$ cat config.mk
export PLATFORM = sky130hd
export DESIGN_NAME = mem_flash_loader
export DESIGN_NICKNAME = d
export VERILOG_FILES = /design/src/rtl/mem_flash_loader_pkg.sv /design/src/rtl/mem_flash_loader_word_packer.sv /design/src/rtl/mem_flash_loader.sv
export SDC_FILE = /design/constraint.sdc
export NUM_CORES = 1
export LEC_CHECK = 0
export CAP_MARGIN = 20
export CELL_PAD_IN_SITES_DETAIL_PLACEMENT = 1
export CELL_PAD_IN_SITES_GLOBAL_PLACEMENT = 1
export CORE_UTILIZATION = 38
export CTS_BUF_LIST = sky130_fd_sc_hd__clkbuf_8
export CTS_CLUSTER_DIAMETER = 80
export DETAILED_ROUTE_END_ITERATION = 8
export GPL_TIMING_DRIVEN = 0
export HOLD_SLACK_MARGIN = 0.06
export PLACE_DENSITY_LB_ADDON = 0.25
export SLEW_MARGIN = 20
export SYNTH_ARGS = -nofsm -noshare
export SYNTH_HDL_FRONTEND = slang
export SYNTH_SLANG_ARGS = --single-unit
$ cat constraint.sdc
create_clock -name clk -period 1.92 [get_ports clk]
set_input_delay 0.48 -clock clk [delete_from_list [all_inputs] [get_ports clk]]
set_output_delay 0.48 -clock clk [all_outputs]
set_load 0.05 [all_outputs]
$ cat src/rtl/mem_flash_loader_pkg.sv
// Shared types and constants for the flash boot loader.
// States, word geometry and length-field width.
package flash_loader_pkg;

  typedef enum logic [2:0] {
    IDLE,
    LEN0,
    LEN1,
    DATA,
    WRITE,
    CHK,
    DONE,
    ERROR
  } loader_state_t;

  localparam int BYTES_PER_WORD = 4;
  localparam int COUNT_BITS = 16;

endpackage

$ cat src/rtl/mem_flash_loader_word_packer.sv
// Byte-lane insert register for little-endian word assembly.
// word shows the stored bytes with the incoming byte already merged.
module word_packer
  import flash_loader_pkg::*;
(
  input  logic        clk,
  input  logic        rst,
  input  logic        clr,
  input  logic        byte_en,
  input  logic [1:0]  lane,
  input  logic [7:0]  byte_in,
  output logic [31:0] word
);

  logic [31:0] data_q;

  always_comb begin
    word = data_q;
    if (byte_en) word[8*lane +: 8] = byte_in;
  end

  always_ff @(posedge clk) begin
    if (rst || clr) data_q <= '0;
    else            data_q <= word;
  end

endmodule

$ cat src/rtl/mem_flash_loader.sv
// UART-fed boot loader: length header, packed word writes
// to the flash port, trailing XOR checksum, CPU held in reset.
module mem_flash_loader
  import flash_loader_pkg::*;
#(
  parameter int                WIDTH     = 32,
  parameter logic [WIDTH-1:0]  ADDR_BASE = '0,
  parameter int                MAX_WORDS = 2048
) (
  input  logic             clk,
  input  logic             rst,
  input  logic             start,
  input  logic [7:0]       rx_data,
  input  logic             rx_valid,
  output logic             rx_ready,
  output logic             flash_en,
  output logic [WIDTH-1:0] flash_addr,
  output logic [WIDTH-1:0] flash_data,
  output logic             cpu_hold,
  output logic             done,
  output logic             error
);

  localparam logic [COUNT_BITS-1:0] MAX_CNT =
    COUNT_BITS'(MAX_WORDS);
  localparam logic [1:0] LAST_LANE =
    2'(BYTES_PER_WORD - 1);

  loader_state_t         state;
  logic [COUNT_BITS-1:0] count;
  logic [COUNT_BITS-1:0] word_idx;
  logic [COUNT_BITS-1:0] len;
  logic [1:0]            byte_cnt;
  logic [7:0]            csum;
  logic [31:0]           pk_word;
  logic                  xfer;
  logic                  idle_like;
  logic                  go;

  assign idle_like = (state == IDLE) || (state == DONE)
                  || (state == ERROR);
  assign go        = idle_like && start;
  assign rx_ready  = (state == LEN0) || (state == LEN1)
                  || (state == DATA) || (state == CHK);
  assign cpu_hold  = !idle_like;
  assign xfer      = rx_valid && rx_ready;
  assign len       = {rx_data, count[7:0]};

  word_packer u_packer (
    .clk     (clk),
    .rst     (rst),
    .clr     (go),
    .byte_en (xfer && (state == DATA)),
    .lane    (byte_cnt),
    .byte_in (rx_data),
    .word    (pk_word)
  );

  always_ff @(posedge clk) begin
    if (rst) begin
      state      <= IDLE;
      count      <= '0;
      word_idx   <= '0;
      byte_cnt   <= '0;
      csum       <= '0;
      flash_en   <= 1'b0;
      flash_addr <= '0;
      flash_data <= '0;
      done       <= 1'b0;
      error      <= 1'b0;
    end else begin
      flash_en <= 1'b0;
      unique case (state)
        IDLE, DONE, ERROR: begin
          if (start) begin
            state    <= LEN0;
            done     <= 1'b0;
            error    <= 1'b0;
            word_idx <= '0;
            byte_cnt <= '0;
            csum     <= '0;
          end
        end
        LEN0: begin
          if (xfer) begin
            count[7:0] <= rx_data;
            csum       <= csum ^ rx_data;
            state      <= LEN1;
          end
        end
        LEN1: begin
          if (xfer) begin
            count[15:8] <= rx_data;
            csum        <= csum ^ rx_data;
            if (len == '0) begin
              state <= CHK;
            end else if (len > MAX_CNT) begin
              state <= ERROR;
              error <= 1'b1;
            end else begin
              state <= DATA;
            end
          end
        end
        DATA: begin
          if (xfer) begin
            csum     <= csum ^ rx_data;
            byte_cnt <= byte_cnt + 2'd1;
            if (byte_cnt == LAST_LANE) begin
              // flash regs load here so they are valid in WRITE
              state      <= WRITE;
              flash_en   <= 1'b1;
              flash_data <= WIDTH'(pk_word);
              flash_addr <= ADDR_BASE
                          + WIDTH'({word_idx, 2'b00});
            end
          end
        end
        WRITE: begin
          word_idx <= word_idx + 1'b1;
          if (word_idx + 1'b1 == count) state <= CHK;
          else                          state <= DATA;
        end
        CHK: begin
          if (xfer) begin
            if (rx_data == csum) begin
              state <= DONE;
              done  <= 1'b1;
            end else begin
              state <= ERROR;
              error <= 1'b1;
            end
          end
        end
        default: state <= IDLE;
      endcase
    end
  end

endmodule

; After elaboration in Yosys (flattened, before gate mapping)
; Index checks and enable logic that the tools add are counted.
[word_totals]
out_inout_bits = 69
regBits = 128
[op_classes]
n_lt_le_gt_ge = 1
shift = 2
bitwise_logic = 3
add_sub_neg = 3
mux = 32
reduce_logical = 29
n_eq_ne = 21
[ops]
columns = op, count
row1 = $neg 5->34, 1
row2 = $shift 8x34->32 const A, 1
row3 = $shiftx 8x34->32, 1
row4 = $bwmux 32, 1
row5 = $mux 32, 1
row6 = $pmux 16 s2, 1
row7 = $mux 3, 9
row8 = $pmux 3 s6, 1
row9 = $add 16x1->16 const B, 1
row10 = $eq 16x16->1, 1
row11 = $gt 16x12->1 const B, 1
row12 = $logic_not 16->1, 1
row13 = $mux 16, 1
row14 = $mux 8, 2
row15 = $pmux 8 s2, 1
row16 = $ne 2x2->1 const B, 7
row17 = $eq 3x3->1 const B, 4
row18 = $mux 1, 10
row19 = $reduce_and 3->1, 3
row20 = $reduce_or 3->1, 3
row21 = $eq 8x8->1, 1
row22 = $ne 2x1->1 const B, 4
row23 = $reduce_bool 2->1, 4
row24 = $xor 8x8->8, 1
row25 = 18 further kinds, 30

; Logic depth before layout (Yosys ltp)
; Gate-level depths: netlist of run 1.
[logic_depth]
depth_word = 7
ltp_mapped = 8

; By module
; From an unflattened synthesis of run 1, not the netlist that was laid out.
[hier_totals]
hier_cells = 758
hier_area_um2 = 6212.2
[by_module_without_submodules]
columns = mod, instances, seq_area_each_um2, cells_per_inst, area_each_um2
row1 = mem_flash_loader, 1, 1921.8, 607, 4698.3
row2 = word_packer, 1, 640.6, 151, 1514.0

; Worst setup path before layout of run 1
; No wires, ideal clock.
[synth_path]
path_kind = flip-flop to flip-flop
startpoint = reg word_idx[1]
endpoint = reg state[1]
required_ns = 1.786
setup_time_ns = 0.134
setup_slack_ns = -0.178
path_stages_with_launch = 8
t_arrival_ns = 1.965
path_buffers = 0
path_cell_list = dfxtp_1 ha_1 nand3_1 or3_2 nor4_1 a21oi_1 and4bb_1 a22oi_1
[synth_between]
elab_chain_cells = 4
[synth_lines]
columns = element, line_no
row1 = from (decl), mem_flash_loader.sv:31  ; logic [COUNT_BITS-1:0] word_idx;
row2 = from (signal assigned), mem_flash_loader.sv:120  ; word_idx <= word_idx + 1'b1;
row3 = $add 16x1->16, mem_flash_loader.sv:121  ; if (word_idx + 1'b1 == count) state <= CHK;
row4 = $eq 16x16->1, mem_flash_loader.sv:121
row5 = $mux 3, mem_flash_loader.sv:121
row6 = $pmux 3 s6, mem_flash_loader.sv:73  ; unique case (state)
row7 = to (signal assigned), mem_flash_loader.sv:76  ; state <= LEN0;
row8 = to (signal assigned), mem_flash_loader.sv:121
row9 = to (signal assigned), mem_flash_loader.sv:122  ; else state <= DATA;
row10 = to (decl), mem_flash_loader.sv:29  ; loader_state_t state;
; Every way passes these cells.
; A chain may end at the register's enable or synchronous reset.

; Worst setup path in the final report of run 1
[layout_path]
startpoint = reg word_idx[2]
endpoint = reg state[2]
; The elaborated chain is that of the path after synthesis.

==> results of run 1 <==
-- stage by stage --
step | util [%] | hold WS (ns)
floorplan | - | 0.445
global placement | 44.6 | 0.444
detailed placement | 44.6 | 0.451
CTS | 49.0 | 0.457
global route | 50.6 | 0.477
finish | 50.6 | 0.455
-- state kept, by name, summed over array words and instances (netlist names) --
name and count:
flash_addr 16, u_packer.data_q 32, byte_cnt 2, state 3, csum 8, flash_data 32
word_idx 16, flash_en 1, count 16, error 1, done 1
-- tightest hold or removal path: stages, from the launching register on --
cell                      delay, ns
sky130_fd_sc_hd__dfxtp_1       0.31
sky130_fd_sc_hd__nand2_1       0.05
sky130_fd_sc_hd__a21oi_1       0.05
-- cell type report --
type                       count  area, um^2  area share (%)
tap                          188         235            3.06
multi-input combinational    525        3310            43.0
clock inverter                12         169            2.20
sequential                   128        2580            33.6
clock buffer                  19         262            3.40
buffer                        66         399            5.19
timing repair buffer          82         707            9.19
inverter                       7        30.0           0.390
-- layer usage --
metal / GRT usage, % / wire (um) / vias up
met5: 0 / 0 / -
met4: 12.5 / 515 / 0
met3: 4.09 / 782 / 38
li1: - / - / 2687
met1: 30.2 / 8530 / 2790
met2: 41.1 / 9520 / 131
-- power by group --
| group | total (mW) | switching, mW | internal [mW] |
|---|---|---|---|
| sequential | 2.91 | 0.130 | 2.78 |
| combinational | 2.24 | 1.40 | 0.840 |
| clock | 2.55 | 1.09 | 1.46 |
| total | 7.70 | 2.62 | 5.08 |
-- logic make-up after synthesis --
family / after synthesis / synth area share, %
adder cells (fa/ha/maj): 7 / 1.48
AND/OR/NAND/NOR: 291 / 24.7
AO/OA/AOI/OAI: 164 / 16.8
other: 1 / 0.0635
multiplexers: 19 / 3.22
XOR/XNOR: 28 / 4.15
flip-flops: 128 / 43.4
buffers and inverters: 75 / 6.13
-- repair_timing --
| item | 4_1_cts | 5_1_grt |
|---|---|---|
| gates cloned | 0 | 0 |
| endpoints found under the setup margin | 171 | 89 |
| hold buffers | 0 | 0 |
| buffers inserted | 14 | 11 |
| pin swaps | 8 | 11 |
| gates resized for setup | 129 | 69 |
| endpoints found under the hold margin | 0 | 0 |
-- worst max-delay path by stage --
| stage | end | slack, ns | from |
|---|---|---|---|
| 2_1_floorplan | state[1] | 0.01 | word_idx[0] |
| 3_3_place_gp | flash_addr[13] | -0.75 | rx_valid |
| 3_5_place_dp | flash_data[22] | -0.82 | rx_valid |
| 4_1_cts | state[1] | -0.22 | word_idx[0] |
| 5_1_grt | state[1] | -0.24 | word_idx[2] |
| 6_report | state[2] | -0.19 | word_idx[2] |
-- layout by cell type (no fill, tap or decap), types with 15 or more instances in the layout --
master / n
sky130_fd_sc_hd__a211oi_1: 28
sky130_fd_sc_hd__a21oi_1: 74
sky130_fd_sc_hd__and3_1: 35
sky130_fd_sc_hd__buf_4: 45
sky130_fd_sc_hd__clkbuf_1: 20
sky130_fd_sc_hd__clkbuf_8: 19
sky130_fd_sc_hd__conb_1: 16
sky130_fd_sc_hd__dfxtp_1: 118
sky130_fd_sc_hd__dlygate4sd2_1: 52
sky130_fd_sc_hd__mux2i_1: 19
sky130_fd_sc_hd__nand2_1: 51
sky130_fd_sc_hd__nor2_1: 112
sky130_fd_sc_hd__o21ai_0: 22
sky130_fd_sc_hd__xnor2_1: 15
==> flow_summary.rst, run 1 <==
.. list-table::
   :header-rows: 1

   * - Metric
     - Value
   * - Slack of the critical path
     - -0.191 ns
   * - Min-Delay Endpoint
     - flash_addr[11]
   * - Dpl hpwl
     - ~13000 um
   * - Reg2reg end
     - state[2]
   * - Signed area change from the synthesized netlist to the final layout
     - 30.4%
   * - Cell count after placement
     - ~1000
   * - Total Die Area
     - 0.0160 mm^2
   * - CP delay by family, top
     - simple AND/OR/NAND/NOR gates
   * - TritonCTS clock tree
     - built
   * - DIE WIDTH
     - between 100 and 150 um
   * - Beginning of the worst hold path
     - flash_addr[11]
   * - Yosys Warn Count
     - 0
   * - Crit path largest cell delay
     - 0.56 ns
   * - Standard-cell row count
     - 45
   * - Initial DRC count
     - approximately 360
   * - Critical path cell sequence
     - buf_6, nand4_4, or4_4, a221oi_2, nand4_1, nor4b_2, a21bo_1
   * - Number of global-route vias before repair
     - roughly 5800
   * - Required time of the critical path
     - approximately 2.3 ns
   * - Final clock period utilization by the worst path
     - 110%
   * - Max-slew headroom
     - about half
   * - Mean Syn Cell Area
     - 8.28 um^2
   * - Global-route congestion overflow total
     - 0
   * - Die Ht
     - between 100 and 150 um
   * - I/O pins
     - 81
   * - Fin crit period
     - roughly 2.1 ns
   * - Kind of end point of the critical path
     - flop
   * - Clock root cell
     - sky130_fd_sc_hd__clkbuf_8
   * - Peak fanout along the critical path
     - 4
   * - Layout cells sized above 1
     - 19.4%
   * - Number of buffers and inverters on the critical path
     - 1
   * - Share of flip-flops with an asynchronous set or reset
     - 0%
   * - Arr. time, crit path
     - between 2 and 3 ns
   * - Fin Clk Skew
     - between 0.01 and 0.015 ns
   * - Initial cell density of the core
     - roughly 39%
   * - Number of unique standard cell types used by synthesis
     - 60
   * - Worst voltage drop across the vdd grid
     - 456 uV
   * - TritonCTS sink count
     - approximately 130
   * - First-pass GRT wire length
     - just over 30000 um
   * - Post-synth EDFFs
     - 0
   * - Number of hold violations in the final report
     - 0
   * - Accumulated negative setup slack
     - -0.521 ns
   * - Mean routed wirelength per cell
     - about 19 um
   * - Violated checks
     - setup timing
   * - Number of H-tree levels
     - 4
   * - Number of inserted filler cells in the final layout
     - ~1800
   * - Most area-hungry cell type in the Yosys netlist
     - sky130_fd_sc_hd__dfxtp_1
   * - R2r startpoint
     - word_idx[2]
   * - Largest net degree at the start of global routing
     - 17
   * - Leakage power total
     - between 3 and 4 nW
   * - Global routing usage summed across all routing layers
     - between 20% and 30%
   * - Number of max-cap violations
     - 0
   * - Power density relative to cell area
     - between 1000 and 1500 mW/mm^2
   * - Core Area
     - around 0.015 mm^2
   * - Library cell with the highest instance count after synthesis
     - sky130_fd_sc_hd__dfxtp_1
   * - Area of the mapped netlist
     - approximately 0.0059 mm^2
   * - Non-filler instance count after layout
     - around 1000
   * - First-pass iteration count of the detailed router
     - 5
   * - Antenna violations before repair
     - 0
   * - Type of the tightest min-delay check
     - flop to flop
   * - Clock-pin transition on the worst setup and hold timing paths
     - about 0.07 ns
   * - Setup crit start kind
     - flop
   * - Final-report setup violation count
     - 5
   * - Hold Path Cell Cnt
     - 2
   * - Total power of the final layout
     - approximately 7.7 mW
   * - Synthesized netlist cell count
     - 713
   * - Register area share after synthesis
     - between 40% and 50%
   * - Final instance area
     - approximately 0.0077 mm^2
   * - Number of buffers inserted during clock tree synthesis
     - 17
   * - Worst slack at placement
     - -0.819 ns
   * - Register-to-register path setup slack
     - -0.19 ns
   * - Average vias per placed instance
     - between 5 and 6
   * - Antenna diode count
     - 0
   * - Flip-flop and latch count after synthesis
     - 128
   * - Slew at the pin closest to its max-slew limit
     - between 0.7 and 0.8 ns
   * - Longest Clk Path Bufs
     - 2
   * - Most common flop cell mapped by yosys
     - sky130_fd_sc_hd__dfxtp_1
   * - Startpoint-to-endpoint class of the critical path
     - flop to flop
   * - Yosys top cell area share
     - 43.4%
   * - Run status
     - complete, but fails checks
   * - # DRC
     - 0
   * - Routed Wire Length
     - a little under 20000 um
   * - NumNets Final
     - approximately 850
   * - Insertion delay to the later sink of the worst-skew pair
     - 0.45 ns
   * - Count of buffers from port buffering
     - 57
   * - Number of vias after detailed routing
     - around 5600
   * - Antenna violation net count after detailed routing
     - 0
   * - Standard cell with the maximum stage delay on the critical path
     - sky130_fd_sc_hd__or4_4
   * - Stages on worst setup path
     - 7
   * - Maximum achievable frequency
     - about 0.47 GHz
   * - Synth top area cells
     - sky130_fd_sc_hd__dfxtp_1, sky130_fd_sc_hd__nor2_1, sky130_fd_sc_hd__a21oi_1, sky130_fd_sc_hd__a211oi_1, sky130_fd_sc_hd__and3_1
   * - Synth top cells by count
     - sky130_fd_sc_hd__dfxtp_1, sky130_fd_sc_hd__nor2_1, sky130_fd_sc_hd__a21oi_1
   * - Post-place instance area
     - between 0.006 and 0.007 mm^2
   * - Setup repair after global routing missed its margin
     - true
   * - Last weighted congestion value of the routability-driven placer
     - between 0.8 and 0.9
   * - Final count of pins violating max slew
     - 0
   * - Depth of the worst register-to-register path
     - 7
(Power assumes the default switching activity.)
==> inputs of run 2 (changes only) <==
--- a/config.mk
+++ b/config.mk
@@ -5,10 +5,11 @@
 export SDC_FILE = /design/constraint.sdc
 export NUM_CORES = 1
 export LEC_CHECK = 0
+export ABC_AREA = 1
 export CAP_MARGIN = 20
 export CELL_PAD_IN_SITES_DETAIL_PLACEMENT = 1
 export CELL_PAD_IN_SITES_GLOBAL_PLACEMENT = 1
-export CORE_UTILIZATION = 38
+export CORE_UTILIZATION = 37
 export CTS_BUF_LIST = sky130_fd_sc_hd__clkbuf_8
 export CTS_CLUSTER_DIAMETER = 80
 export DETAILED_ROUTE_END_ITERATION = 8
@@ -18,4 +19,5 @@
 export SLEW_MARGIN = 20
 export SYNTH_ARGS = -nofsm -noshare
 export SYNTH_HDL_FRONTEND = slang
+export SYNTH_HIERARCHICAL = 1
 export SYNTH_SLANG_ARGS = --single-unit
==> run 2 against run 1 <==
The flow still finishes with violations (setup timing). Via count grew 9.4%. Clock power is 2% higher. Sequential power rose by 4%. Final cell count rose by 22%. Wire length up 0.69%. Utilization shrank 1.1 points. Worst setup slack improved by 0.18 ns. First-iteration DRC count shrank 35%. Design area grew 3.8%. Worst hold slack better by 0.0026 ns. Sequential share of layout area is 1.1 points lower. Register-to-register slack improved by 0.21 ns.
==> flow_summary.rst, run 2 <==
.. list-table::
   :header-rows: 1

   * - Metric
     - Value
   * - Run status
     - complete, but fails checks
   * - Violated checks
     - setup timing
   * - Number of unique standard cell types used by synthesis
     - 32
   * - Max-slew headroom
     - 62.3%
   * - Accumulated negative setup slack
     - -0.0125 ns
   * - Yosys Warn Count
     - 6
   * - Final-report setup violation count
     - 1
   * - Sequential share of power
     - 37.1%
   * - Setup crit start kind
     - flop
   * - Number of vias after detailed routing
     - about 6000
   * - Final count of pins violating max slew
     - 0
   * - Kind of end point of the critical path
     - primary output
   * - Dpl hpwl
     - 13900 um
   * - Global routing usage summed across all routing layers
     - a little under a quarter
   * - First-pass GRT wire length
     - between 30000 and 40000 um
   * - Routed Wire Length
     - around 19000 um
   * - Switching Power
     - between 3 and 4 mW
   * - Layout cells sized above 1
     - 17.3%
   * - Number of H-tree levels
     - 4
   * - Startpoint-to-endpoint class of the critical path
     - flop to primary output
   * - Setup repair after global routing missed its margin
     - true
   * - # DRC
     - 0
   * - Synthesized netlist cell count
     - 905
   * - Mean Syn Cell Area
     - around 6.8 um^2
   * - DIE WIDTH
     - about 130 um
   * - Relative contribution of the clock network to total power
     - between 30% and 40%
   * - Clock-pin transition on the worst setup and hold timing paths
     - approximately 0.08 ns
   * - Average vias per placed instance
     - 4.92
   * - Start point of the critical path
     - state[2]
   * - Signed area change from the synthesized netlist to the final layout
     - 29.1%
   * - Insertion delay to the later sink of the worst-skew pair
     - 0.47 ns
   * - NumNets Final
     - 1044
   * - Initial DRC count
     - 234
   * - Mean routed wirelength per cell
     - ~16 um
   * - Final clock period utilization by the worst path
     - 101%
   * - TritonCTS sink count
     - roughly 130
   * - I/O pins
     - 81
   * - Number of global-route vias before repair
     - ~6300
   * - Antenna violations before repair
     - 0
   * - Largest net degree at the start of global routing
     - 17
   * - Crit path largest cell delay
     - just over 0.4 ns
   * - Number of hold violations in the final report
     - 0
   * - Combined area of the multi-input logic cells
     - roughly 0.0033 mm^2
   * - CP delay by family, top
     - flip-flops
   * - Stages on worst setup path
     - 5
   * - TritonCTS clock tree
     - built
   * - Die Ht
     - around 130 um
   * - Last weighted congestion value of the routability-driven placer
     - 0.857
   * - Power density relative to cell area
     - roughly 1000 mW/mm^2
   * - First-pass iteration count of the detailed router
     - 4
   * - Required time of the critical path
     - about 1.4 ns
   * - Post-place instance area
     - 0.00715 mm^2
   * - Number of inserted filler cells in the final layout
     - 2107
   * - Arr. time, crit path
     - between 1 and 1.5 ns
   * - Standard cell with the maximum stage delay on the critical path
     - sky130_fd_sc_hd__dfxtp_2
   * - Register-to-register path setup slack
     - roughly 0.020 ns
   * - Share of flip-flops with an asynchronous set or reset
     - 0%
   * - Slack of the critical path
     - -0.0125 ns
   * - Most area-hungry cell type in the Yosys netlist
     - sky130_fd_sc_hd__dfxtp_1
   * - Highest-count cells in the layout ignoring fill and taps
     - sky130_fd_sc_hd__nand2_1, sky130_fd_sc_hd__dfxtp_1, sky130_fd_sc_hd__nor2_1
   * - Fin crit period
     - 1.93 ns
   * - Standard-cell row count
     - 46
   * - Antenna violation net count after detailed routing
     - 0
   * - Cell-internal power
     - about 5.2 mW
   * - Switching fraction of total power
     - a little under two fifths
   * - Synth top area cells
     - sky130_fd_sc_hd__dfxtp_1, sky130_fd_sc_hd__nand2_1, sky130_fd_sc_hd__nor2_1, sky130_fd_sc_hd__a21oi_1, sky130_fd_sc_hd__o21ai_0
   * - Initial cell density of the core
     - between 30% and 40%
   * - Fin Clk Skew
     - between 0.01 and 0.015 ns
   * - Flip-flop and latch count after synthesis
     - roughly 130
   * - Number of buffers inserted during clock tree synthesis
     - 17
   * - Depth of the worst register-to-register path
     - 15
   * - Total area of sequential cells
     - 0.00259 mm^2
   * - Reg2reg end
     - state[2]
   * - Leakage power total
     - 3.95 nW
   * - Worst voltage drop across the vdd grid
     - about 530 uV
   * - Number of buffers and inverters on the critical path
     - 3
   * - Commonest non-fill, non-tap cell in the layout
     - sky130_fd_sc_hd__nand2_1
   * - Top flop regs
     - flash_data: 32 flops, u_packer/data_q: 32 flops
   * - Antenna diode count
     - 0
   * - Global-route congestion overflow total
     - 0
   * - Number of max-cap violations
     - 0
   * - Endpoint of the most critical setup path
     - cpu_hold
   * - Slew at the pin closest to its max-slew limit
     - between 0.5 and 0.6 ns
   * - Yosys top cell area share
     - 41.4%
   * - Register area share after synthesis
     - 41.4%
   * - Peak fanout along the critical path
     - 6
   * - Area of the mapped netlist
     - 0.00619 mm^2
   * - Type of the tightest min-delay check
     - flop to flop
   * - Longest Clk Path Bufs
     - 2
   * - R2r startpoint
     - word_idx[0]
   * - Total Die Area
     - 0.0172 mm^2
   * - Critical path cell sequence
     - inv_2, nor2_1, inv_1, nand2_2, buf_4
   * - Maximum achievable frequency
     - approximately 0.52 GHz
   * - Most common flop cell mapped by yosys
     - sky130_fd_sc_hd__dfxtp_1
   * - Synth top cells by count
     - sky130_fd_sc_hd__nand2_1, sky130_fd_sc_hd__dfxtp_1, sky130_fd_sc_hd__nor2_1
   * - Library cell with the highest instance count after synthesis
     - sky130_fd_sc_hd__nand2_1
   * - Core Area
     - approximately 0.016 mm^2
   * - Gate power share
     - ~31%
   * - Final Core Density
     - 49.6%
   * - Count of buffers from port buffering
     - 64
   * - Final instance area
     - ~0.008 mm^2
   * - Clock root cell
     - sky130_fd_sc_hd__clkbuf_8
   * - Post-synth EDFFs
     - 0
run 2: cells by family after synthesis:
logic type	share of synthesized area, %
and+or+nand+nor	30.3
AOI/OAI and AO/OA	15.7
buffers and inverters	9.67
DFF	41.4
xor gates and xnor gates	1.42
adders and majority gates	1.42
other	0.0606
run 2: final cells by class:
type                            count  share of cell area, %
Sequential cell                   128                   32.5
Tap cell                          216                   3.38
Clock buffer                       18                   3.10
Clock inverter                     14                   2.35
Multi-Input combinational cell    663                   41.0
Timing Repair Buffer               89                   10.0
Inverter                           83                   3.98
Buffer                             43                   3.73
run 2: routing by layer:
layer | up-vias | routed length [um] | share of wire [%] | global-route usage (%)
li1 | 3114 | - | - | -
met1 | 2920 | 8280 | 43 | 25.9
met2 | 107 | 10000 | 51 | 42.3
met3 | 34 | 737 | 3.8 | 4.13
met4 | 0 | 455 | 2.3 | 9.17
met5 | - | 0 | 0 | 0
run 2: worst register-to-register path, stage by stage (launching register included):
cell and delay [ns]:
sky130_fd_sc_hd__dfxtp_4 0.39, sky130_fd_sc_hd__buf_6 0.11, sky130_fd_sc_hd__inv_2 0.04, sky130_fd_sc_hd__nor2_4 0.20
sky130_fd_sc_hd__nand2_4 0.10, sky130_fd_sc_hd__nand2_1 0.09, sky130_fd_sc_hd__nand2_1 0.07, sky130_fd_sc_hd__nand2_1 0.09
sky130_fd_sc_hd__nand2_1 0.06, sky130_fd_sc_hd__nor2_1 0.11, sky130_fd_sc_hd__nand3_1 0.10, sky130_fd_sc_hd__nor2_1 0.12
sky130_fd_sc_hd__nand3_1 0.10, sky130_fd_sc_hd__nand2_1 0.09, sky130_fd_sc_hd__nand2_1 0.06, sky130_fd_sc_hd__a21oi_2 0.10
run 2: what timing repair did:
action,CTS,global route
pin swaps,6,19
gates resized for setup,105,57
buffers inserted,11,14
setup endpoints to repair,152,90
cloned,1,0
hold buffers,0,0
run 2: worst min path at each step:
stage / slack [ns] / cells past startpoint / startpoint / endpoint
after floorplan: 0.44 / 2 / count[13] / count[13]
after global placement: 0.45 / 2 / done / done
after detailed placement: 0.45 / 2 / done / done
after CTS: 0.46 / 2 / done / done
after global routing: 0.48 / 2 / done / done
final: 0.46 / 2 / done / done
run 2: power groups by stage:
stage	clock [mW]	sequential [mW]	combinational (mW)
after global routing	2.78	3.06	2.77
after global placement	0	3.07	2.23
after detailed placement	0	3.08	2.28
after CTS	2.66	3.04	2.36
final	2.61	3.03	2.53
after floorplan	0	3.11	1.63
run 2: metrics by stage:
stage	cells	hold slack [ns]	setup WS, ns	power (mW)
2_1_floorplan	920	0.444	0.0849	4.74
3_3_place_gp	1200	0.448	-0.598	5.30
3_5_place_dp	1200	0.452	-0.615	5.36
4_1_cts	1242	0.460	-0.0831	8.07
5_1_grt	1254	0.476	-0.174	8.61
6_report	1254	0.458	-0.0125	8.18
==> inputs of run 3 (changes only) <==
--- a/config.mk
+++ b/config.mk
@@ -9,7 +9,8 @@
 export CAP_MARGIN = 20
 export CELL_PAD_IN_SITES_DETAIL_PLACEMENT = 1
 export CELL_PAD_IN_SITES_GLOBAL_PLACEMENT = 1
-export CORE_UTILIZATION = 37
+export CORE_ASPECT_RATIO = 1.4
+export CORE_UTILIZATION = 44
 export CTS_BUF_LIST = sky130_fd_sc_hd__clkbuf_8
 export CTS_CLUSTER_DIAMETER = 80
 export DETAILED_ROUTE_END_ITERATION = 8
==> constraint.sdc (replaced) <==
create_clock -name clk -period 2.3 [get_ports clk]
set_input_delay 0.575 -clock clk [delete_from_list [all_inputs] [get_ports clk]]
set_output_delay 0.575 -clock clk [all_outputs]
set_load 0.05 [all_outputs]
==> run 3 against run 2 <==
Non-clock buffer count down 19. Sequential share of layout area up 1.1 points. Clock skew up 0.0063 ns. The run now ends clean.
==> flow_summary.rst, run 3 (synthesized netlist as in run 2, its figures left out) <==
.. list-table::
   :header-rows: 1

   * - Metric
     - Value
   * - Run status
     - finished, final reports clean
   * - Count of buffers from port buffering
     - 64
   * - Combined area of the multi-input logic cells
     - around 0.0031 mm^2
   * - Clock root cell
     - sky130_fd_sc_hd__clkbuf_8
   * - Register-to-register path setup slack
     - approximately 0.16 ns
   * - Slack of the critical path
     - 0.0838 ns
   * - Critical path cell sequence
     - clkdlybuf4s50_1
   * - Final-report setup violation count
     - 0
   * - Non-filler instance count after layout
     - 1201
   * - Reg2reg end
     - state[1]
   * - DIE WIDTH
     - roughly 100 um
   * - Final clock period utilization by the worst path
     - between 90 and 100%
   * - # DRC
     - 0
   * - Highest-count cells in the layout ignoring fill and taps
     - sky130_fd_sc_hd__nand2_1, sky130_fd_sc_hd__nor2_1, sky130_fd_sc_hd__dfxtp_1
   * - Global-route congestion overflow total
     - 0
   * - Total Die Area
     - between 0.01 and 0.015 mm^2
   * - Total power of the final layout
     - around 7 mW
   * - Routed Wire Length
     - around 20000 um
   * - TritonCTS sink count
     - 128
   * - Fin crit period
     - around 2.2 ns
   * - Signed area change from the synthesized netlist to the final layout
     - 23.7%
   * - Number of hold-repair buffers added at the cts stage
     - 0
   * - Layout cells sized above 1
     - roughly 12%
   * - Max layer used
     - met4
   * - Longest Clk Path Bufs
     - 2
   * - Number of vias after detailed routing
     - a little over 6000
   * - Cell-internal power
     - roughly 4.3 mW
   * - Gate power share
     - about 30%
   * - Insertion delay to the later sink of the worst-skew pair
     - about 0.45 ns
   * - Routed metal-1 wire length
     - approximately 7500 um
   * - Type of the tightest min-delay check
     - flop to flop
   * - Top flop regs
     - flash_data: 32 flops, u_packer/data_q: 32 flops
   * - Dpl hpwl
     - 14000 um
   * - Average vias per placed instance
     - 5.19
   * - Antenna violations before repair
     - 0
   * - Total area of sequential cells
     - 0.00257 mm^2
   * - Setup crit start kind
     - flop
   * - Worst slack at placement
     - -0.363 ns
   * - Power density relative to cell area
     - 896 mW/mm^2
   * - Min-Delay Endpoint
     - done
   * - Start point of the critical path
     - flash_data[30]
   * - Number of global-route vias before repair
     - ~6400
   * - Standard-cell row count
     - 50
   * - Sequential share of power
     - around 37%
   * - Maximum achievable frequency
     - about 0.45 GHz
   * - Die Ht
     - between 100 and 150 um
   * - Crit path largest cell delay
     - a little over 0.8 ns
   * - NumNets Final
     - 1025
   * - Sum of met2 wire segment lengths after detailed routing
     - 11300 um
   * - Standard cell with the maximum stage delay on the critical path
     - sky130_fd_sc_hd__clkdlybuf4s50_1
   * - Global routing usage summed across all routing layers
     - between 20% and 30%
   * - CP delay by family, top
     - buffers and inverters
   * - Kind of end point of the critical path
     - primary output
   * - Beginning of the worst hold path
     - done
   * - TritonCTS clock tree
     - built
   * - Cell count after placement
     - around 1200
   * - I/O pins
     - just over 80
   * - Fin Clk Skew
     - ~0.019 ns
   * - Number of max-cap violations
     - 0
   * - Switching Power
     - between 2 and 3 mW
   * - Antenna violation net count after detailed routing
     - 0
   * - Arr. time, crit path
     - around 1.6 ns
   * - Number of H-tree levels
     - 4
   * - Commonest non-fill, non-tap cell in the layout
     - sky130_fd_sc_hd__nand2_1
   * - Final count of pins violating max slew
     - 0
   * - Met3 WL
     - 621 um
   * - R2r startpoint
     - word_idx[0]
   * - Hold Path Cell Cnt
     - 2
   * - Required time of the critical path
     - about 1.7 ns
   * - Initial DRC count
     - roughly 220
   * - Largest net degree at the start of global routing
     - 17
   * - Number of buffers and inverters on the critical path
     - 1
   * - Number of hold violations in the final report
     - 0
   * - Max-slew headroom
     - between 50% and 60%
   * - Last weighted congestion value of the routability-driven placer
     - ~0.87
   * - Core Area
     - 0.0136 mm^2
   * - Number of buffers inserted during clock tree synthesis
     - 17
   * - Antenna diode count
     - 0
   * - Clock-pin transition on the worst setup and hold timing paths
     - 0.08 ns
   * - Depth of the worst register-to-register path
     - 14
   * - First-pass iteration count of the detailed router
     - 5
   * - Mean routed wirelength per cell
     - about 17 um
   * - Leakage power total
     - 3.52 nW
   * - Worst voltage drop across the vdd grid
     - 445 uV
   * - Switching fraction of total power
     - between 30% and 40%
   * - Initial cell density of the core
     - between 40% and 50%
   * - Relative contribution of the clock network to total power
     - around a third
   * - Startpoint-to-endpoint class of the critical path
     - flop to primary output
   * - Peak fanout along the critical path
     - 2
   * - First-pass GRT wire length
     - approximately 32000 um
   * - Slew at the pin closest to its max-slew limit
     - between 0.6 and 0.7 ns
   * - Number of inserted filler cells in the final layout
     - 1828
==> run 3: cell types whose count changed in the layout (fill, tap and decap cells not counted), sizes merged <==
| cell | delta |
|---|---|
| clkdlybuf4s15 | +1 |
| dlymetal6s2s | -3 |
| buf | -21 |
| bufinv | +1 |
| dlygate4sd2 | -55 |
| clkdlybuf4s50 | +58 |
| inv | +3 |
| clkinvlp | -5 |
| clkinv | +2 |
==> run 3: power by group through the flow <==
stage / sequential [mW] / clock [mW] / combinational (mW)
finish: 2.54 / 2.32 / 2.00
global route: 2.56 / 2.43 / 2.20
CTS: 2.52 / 2.35 / 2.00
detailed placement: 2.57 / 0 / 1.92
global placement: 2.56 / 0 / 1.87
floorplan: 2.59 / 0 / 1.36
==> run 3: metrics by stage <==
step                      hold slack (ns)  instance area [um^2]  setup TNS, ns  util, %
after global placement              0.442                  7110         -13.18     52.4
after CTS                           0.471                  7630        -0.0207     56.2
after floorplan                     0.444                  6240              0        -
after detailed placement            0.460                  7110         -14.50     52.4
after global routing                0.502                  7650       -0.00763     56.4
final                               0.465                  7650              0     56.4
==> run 3: cell type report <==
| type | count | share of cell area [%] |
|---|---|---|
| plain buffers | 45 | 3.68 |
| inverters | 83 | 4.07 |
| well taps | 182 | 2.98 |
| clock inverters | 15 | 3.01 |
| repair buffers | 68 | 8.91 |
| flip-flops and latches | 128 | 33.6 |
| clock buffers | 17 | 3.06 |
| multi-input cells | 663 | 40.7 |
==> run 3: layer usage <==
layer  up-vias  GRT usage (%)
li1       3074              -
met1      2969           28.1
met2       144           56.1
met3        48           4.67
met4         0           15.4
met5         -              0
==> run 3: repair_timing <==
| action | CTS | global route |
|---|---|---|
| cloned | 1 | 0 |
| setup endpoints to repair | 8 | 42 |
| pin swaps | 2 | 1 |
| resized for setup | 12 | 9 |
| buffers inserted | 4 | 0 |
==> run 3: worst max path at each step <==
stage	end	cells past startpoint
after floorplan	u_packer/data_q[11]	8
after global placement	flash_data[26]	9
after detailed placement	flash_data[26]	9
after CTS	cpu_hold	4
after global routing	state[1]	14
final	flash_data[30]	1
